===== config.mk =====
export PLATFORM = sky130hd
export DESIGN_NAME = mac_pipe_acc
export DESIGN_NICKNAME = d
export VERILOG_FILES = /design/src/rtl/mac_pipe_acc.sv
export SDC_FILE = /design/constraint.sdc
export NUM_CORES = 1
export LEC_CHECK = 0
export ABC_AREA = 1
export CAP_MARGIN = 40
export CORE_MARGIN = 4
export CORE_UTILIZATION = 55
export DETAILED_ROUTE_END_ITERATION = 8
export GPL_ROUTABILITY_DRIVEN = 1
export PLACE_DENSITY = 0.77
export SYNTH_ARGS = -nofsm -noshare
export SYNTH_HDL_FRONTEND = slang
export SYNTH_SLANG_ARGS = --single-unit

===== constraint.sdc =====
create_clock -name clk -period 6.86 [get_ports clk]
set_input_delay 1.715 -clock clk [delete_from_list [all_inputs] [get_ports clk]]
set_output_delay 1.715 -clock clk [all_outputs]
set_load 0.005 [all_outputs]

===== src/rtl/mac_pipe_acc.sv =====
// Two-stage multi-channel multiply-add / accumulate unit with valid/ready flow control.
// Define SATURATE_EN to clamp overflowing results to all-ones instead of wrapping.
module mac_pipe_acc #(
    parameter int IN_W     = 8,
    parameter int OUT_W    = 16,
    parameter int CHANNELS = 4,
    localparam int CH_W    = (CHANNELS > 1) ? $clog2(CHANNELS) : 1
) (
    input  logic             clk,
    input  logic             reset,
    input  logic             in_valid,
    output logic             in_ready,
    input  logic [CH_W-1:0]  in_ch,
    input  logic             in_mode,
    input  logic             in_clr,
    input  logic [IN_W-1:0]  A,
    input  logic [IN_W-1:0]  B,
    input  logic [OUT_W-1:0] C,
    input  logic             acc_clr_all,
    output logic             out_valid,
    input  logic             out_ready,
    output logic [CH_W-1:0]  out_ch,
    output logic [OUT_W-1:0] data_out,
    output logic             out_ovf
);

    logic en;

    logic             s1_valid_q, s1_valid_d;
    logic [OUT_W-1:0] s1_prod_q,  s1_prod_d;
    logic [OUT_W-1:0] s1_c_q,     s1_c_d;
    logic [CH_W-1:0]  s1_ch_q,    s1_ch_d;
    logic             s1_mode_q,  s1_mode_d;
    logic             s1_clr_q,   s1_clr_d;

    logic             out_valid_q;
    logic [OUT_W-1:0] data_q;
    logic [CH_W-1:0]  out_ch_q;
    logic             out_ovf_q;

    logic [OUT_W-1:0] acc_q [CHANNELS];

    logic [2*IN_W-1:0] mul;
    logic [OUT_W-1:0]  addend;
    logic [OUT_W:0]    sum;
    logic [OUT_W-1:0]  res;
    logic              acc_we;

    assign en       = !out_valid_q || out_ready;
    assign in_ready = en && !reset;

    assign out_valid = out_valid_q;
    assign data_out  = data_q;
    assign out_ch    = out_ch_q;
    assign out_ovf   = out_ovf_q;

    assign mul = (2*IN_W)'(A) * (2*IN_W)'(B);

    // Out-of-range channel indices fold onto channel 0.
    always_comb begin
        s1_valid_d = in_valid && in_ready;
        s1_prod_d  = OUT_W'(mul);
        s1_c_d     = C;
        s1_mode_d  = in_mode;
        s1_clr_d   = in_clr;
        s1_ch_d    = in_ch;
        if ({1'b0, in_ch} >= (CH_W+1)'(CHANNELS)) begin
            s1_ch_d = '0;
        end
    end

    always_ff @(posedge clk) begin
        if (reset) begin
            s1_valid_q <= 1'b0;
            s1_prod_q  <= '0;
            s1_c_q     <= '0;
            s1_ch_q    <= '0;
            s1_mode_q  <= 1'b0;
            s1_clr_q   <= 1'b0;
        end else if (en) begin
            s1_valid_q <= s1_valid_d;
            s1_prod_q  <= s1_prod_d;
            s1_c_q     <= s1_c_d;
            s1_ch_q    <= s1_ch_d;
            s1_mode_q  <= s1_mode_d;
            s1_clr_q   <= s1_clr_d;
        end
    end

    always_comb begin
        addend = s1_c_q;
        if (s1_mode_q) begin
            addend = s1_clr_q ? '0 : acc_q[s1_ch_q];
        end
        sum = {1'b0, s1_prod_q} + {1'b0, addend};
`ifdef SATURATE_EN
        res = sum[OUT_W] ? '1 : sum[OUT_W-1:0];
`else
        res = sum[OUT_W-1:0];
`endif
    end

    assign acc_we = en && s1_valid_q && s1_mode_q;

    always_ff @(posedge clk) begin
        if (reset) begin
            out_valid_q <= 1'b0;
            data_q      <= '0;
            out_ch_q    <= '0;
            out_ovf_q   <= 1'b0;
        end else if (en) begin
            out_valid_q <= s1_valid_q;
            if (s1_valid_q) begin
                data_q    <= res;
                out_ch_q  <= s1_ch_q;
                out_ovf_q <= sum[OUT_W];
            end
        end
    end

    // A global clear beats a same-edge accumulate write.
    always_ff @(posedge clk) begin
        if (reset || acc_clr_all) begin
            for (int i = 0; i < CHANNELS; i++) begin
                acc_q[i] <= '0;
            end
        end else if (acc_we) begin
            acc_q[s1_ch_q] <= res;
        end
    end

endmodule


# Word-level counts from Yosys, hierarchy flattened
# Memory sizes are Yosys's and may differ from the RTL's. A register that Yosys moved wholly into a read port is not among the register bits.
# Cells that the tools add are included.
# Widths: inputs -> output; s select.
[op_classes]
n_reduce_logical = 10
n_mul = 1
add_sub_neg = 1
muxes = 12
[ops]
columns = ["operator", "n"]
rows = [
  ["$mux 16", 3],
  ["$add 16x16->17", 1],
  ["$mul 8x8->16", 1],
  ["$reduce_or 16->1", 1],
  ["$mux 1", 6],
  ["$mux 2", 3],
  ["$logic_and 1x1->1", 4],
  ["$logic_not 1->1", 2],
  ["$logic_or 1x1->1", 2],
  ["$reduce_and 2->1", 1],
]
[totals]
word_cells = 35
n_memories = 1
output_inout_bits = 21
reg_bits = 57
mem_bits_rw = 64
[mem_list]
columns = ["memory", "depth", "word_bits", "rd", "rd_ports_with_merged_regs", "write_ports", "line", "source"]
rows = [
  ["acc_q", 4, 16, 1, 1, 4, "41", "logic [OUT_W-1:0] acc_q [CHANNELS];"],
]

# Depth between registers and ports, before layout
[logic_depth]
depth_word = 9
mapped_depth = 22
depth_no_buf = 21

# Worst setup path after synthesis
# OpenSTA, ideal clock, no wires.
[synth_path]
kind = "input -> register"
start = "input A[0]"
end = "register s1_prod_q[10]"
path_slack_ps = 1505
required_ps = 6751
n_path_buf = 1
stages = 19
arrival_time_ps = 5246
cell_sequence = "clkbuf_1 -> nand2_1 -> fa_1 -> fa_1 -> inv_1 -> fa_1 -> inv_1 -> fa_1 -> inv_1 -> ha_1 -> nand2_1 -> nand2_1 -> nand2_1 -> nand2_1 -> a21oi_1 -> xor2_1 -> nand2_1 -> nand2_1 -> inv_1"
[synth_between]
elab_chain_cells = 1
[synth_rtl]
columns = ["element", "line", "source"]
rows = [
  ["start, declared", "16", "input logic [IN_W-1:0] A,"],
  ["$mul 8x8->16", "57", "assign mul = (2*IN_W)'(A) * (2*IN_W)'(B);"],
  ["end signal, assigned", "82", "s1_prod_q <= s1_prod_d;"],
  ["end, declared", "30", "logic [OUT_W-1:0] s1_prod_q, s1_prod_d;"],
]
# Every way passes these cells.
# A chain may end at the register's enable or synchronous reset.

# Worst setup path in the final report
# Ends and elaborated chain as after synthesis.

==> impl_metrics.toml <==
[outcome]
status = "completed"

[synth]
synth.distinct_cells = 35
yosysTopAreaCell = "edfxtp_1"
ys.flop_type = "edfxtp_1"
synth_top_area_share_pct = 23.03
seq_area_frac_synth_pct = 37.18
yosys-top-cells-area = "edfxtp_1 23%, dfxtp_1 14%, nand2_1 13%"
async_flop_share_pct = 0
syn-num-nets = 1236
ys_warn_count = 0
syn_avg_cell_area_um2 = 7.546
synth-edff-count = 64
netlist_instances = 1106
syn_area_um2 = 8346
ys_ff_latch = 123

[detailed_routing]
drt-pass1-iter-count = 7
route.antenna.remaining_nets = 0
drt-wirelength-per-cell_um = 15.39
avgViaCountPerCell = 5.233
drt_iter0_drc = 701
vias = 7012
drcViolationCount = 0
drt_wl_total_mm = 20.62

[sta]
setup_viol = 0
rsz0062_at_grt = "no"
hold_slack_ns = 0.4818
clock_skew_ns = 0.01086
tightest_slew_ns = 0.8465
finalHoldViolCount = 0
setup_tns_ns = 0
finalCriticalPeriod_ns = 5.601
max_freq_ghz = 0.1786
drv_slew = 0
relSlewSlack_pct = 43.57
layout_worst_path_cycle_share_pct = 81.64

[place]
portBuffers = 61
dp_hpwl_mm = 14.71
numPlacedInstances = 1307
routabilityCongestion = 0.8895

[die]
die_area_um2 = 17210
initial_utilization_pct = 56.78
fp-row-count = 44
ioPinCount = 62
chipHeight_um = 131.2
die_x_um = 131.2
core_um2 = 14700

[critical_path]
crit_path_start_kind = "input port"
worst_setup_path_end_kind = "flop"
worstSetupPathType = "in2reg"
critPathMaxFanout = 8
cp.required_ns = 7.17
worst-r2r-setup-slack_ns = 3.23
arrival_ns = 5.91

[layout]
instances_no_fill = 1340
layout_commonest_cell = "nand2_1"
antennaDiodeCount = 0
layout.nets = 1273
area_growth_pct = 15.73
mostFrequentLayoutCells = "281 x nand2_1, 190 x inv_1, 153 x nor2_1, 64 x edfxtp_1"
drive_gt1_share_pct = 4.671

[global_routing]
grt_max_degree = 48
antenna_found_initial = 0
grt_usage_pct = 24.21
grt.overflow.total = 0
grt_pass1_vias = 6693
grt_pass1_wl_mm = 33.61

[clock_network]
hold_buffers = 0
cts_setup_buffers = 0
cts_buffer_depth = 2
htree_levels = 4
clock-root-buffer = "clkbuf_16"
clkSinkCount = 123
insertion_delay_ns = 0.42
cts_tree = "yes"
cts_buffers = 17
path_clk_slew_ns = 0.05
cts_resized = 0

[power_and_ir_drop]
p_sw_uw = 1026
internal_power_uw = 1804
p_leak_uw = 0.005044
comb_power_share_pct = 36.8
power_frac_clock_pct = 31.9
power.density_nw_per_um2 = 293.0
p_seq_share_pct = 31.3
netSwitchingFraction_pct = 36.24
max-vdd-ir-drop_mv = 0.2307

[hold_path]
min_path_type = "reg2reg"

[flow_run]
maxCapViolations = 0
final timing paths:
kind	start	to	cells past startpoint
worst min register to register	s1_clr_q$_SDFFE_PP0N_	s1_clr_q$_SDFFE_PP0N_	2
worst min-delay path	s1_clr_q$_SDFFE_PP0N_	s1_clr_q$_SDFFE_PP0N_	2
worst max register to register	out_valid$_SDFFE_PP0N_	acc_q[0][2]$_SDFFCE_PN0P_	10
worst max-delay path	A[0]	s1_prod_q[10]$_SDFFE_PP0N_	19
state kept, by name, indices dropped and copies added, names as in the netlist, 2 cells and up, named ones only:
name,flops
s1_ch_q,2
s1_c_q,16
s1_prod_q,16
out_ch,2
acc_q,64
data_out,16
cell usage after synthesis (3+ instances only):
cell	instances
o31ai_1	9
o21bai_1	3
a21oi_1	61
edfxtp_1	64
a22o_1	7
nor2_1	153
inv_1	190
ha_1	52
nor3_1	5
a21o_1	3
o21ai_0	42
nand3_1	44
xnor2_1	4
fa_1	37
nand2_1	281
or2_1	3
dfxtp_1	59
buf_6	5
clkbuf_1	39
buf_2	8
and2_1	9
xor2_1	7
inv_2	4
stage by stage:
step	util [%]	total power, uW	setup slack (ns)	instance area, um2
floorplan	-	1635	1.505	8346
global placement	61.10	1897	0.9311	8981
detailed placement	61.49	1912	0.8463	9039
CTS	65.63	2821	1.268	9647
global route	65.70	3021	0.9422	9658
finish	65.70	2829	1.259	9658
worst max-delay path, stage by stage:
cell and delay (ns):
clkdlybuf4s50_1 0.64, nand2_1 0.14, fa_1 0.52, fa_1 0.55, inv_1 0.07, fa_1 0.54, inv_1 0.06, fa_1 0.53
inv_1 0.04, ha_1 0.34, nand2_1 0.09, nand2_1 0.07, nand2_1 0.07, nand2_1 0.06, a21oi_1 0.14, xor2_1 0.17
nand2_1 0.06, nand2_1 0.07, inv_1 0.03
routing by layer:
layer  global-route usage [%]  wire length, um  part of all wire, %  vias up
met5                        0                0                    0        -
met4                    7.526              512                  2.5        0
met3                    5.619             1477                  7.2       32
met2                    38.80             9352                   45      274
met1                    32.91             9281                   45     3209
li1                         -                -                    -     3497
layout make-up:
type | count | area, um2
Sequential cell | 123 | 3103
Clock inverter | 10 | 113.9
Timing Repair Buffer | 70 | 716.9
Multi-Input combinational cell | 736 | 4268
Inverter | 195 | 732.0
Fill cell | 1246 | 5041
Tap cell | 184 | 230.2
Clock buffer | 22 | 494.2
kinds of logic after synthesis:
| kind of cell | Yosys count | share of synthesized area (%) |
|---|---|---|
| AOI/OAI and AO/OA | 128 | 8.516 |
| xor gates and xnor gates | 12 | 1.349 |
| adders and majority gates | 89 | 16.67 |
| buffers and inverters | 247 | 11.68 |
| DFF | 123 | 37.18 |
| and+or+nand+nor | 507 | 24.60 |
power by group through the flow:
stage	registers (uW)	logic (uW)	clock network (uW)
2_1_floorplan	885	750	0
3_3_place_gp	902	994	0
3_5_place_dp	898	1010	0
4_1_cts	885	1030	906
5_1_grt	893	1180	944
6_report	886	1040	901
Note: power is estimated with default switching activity, not from simulation.
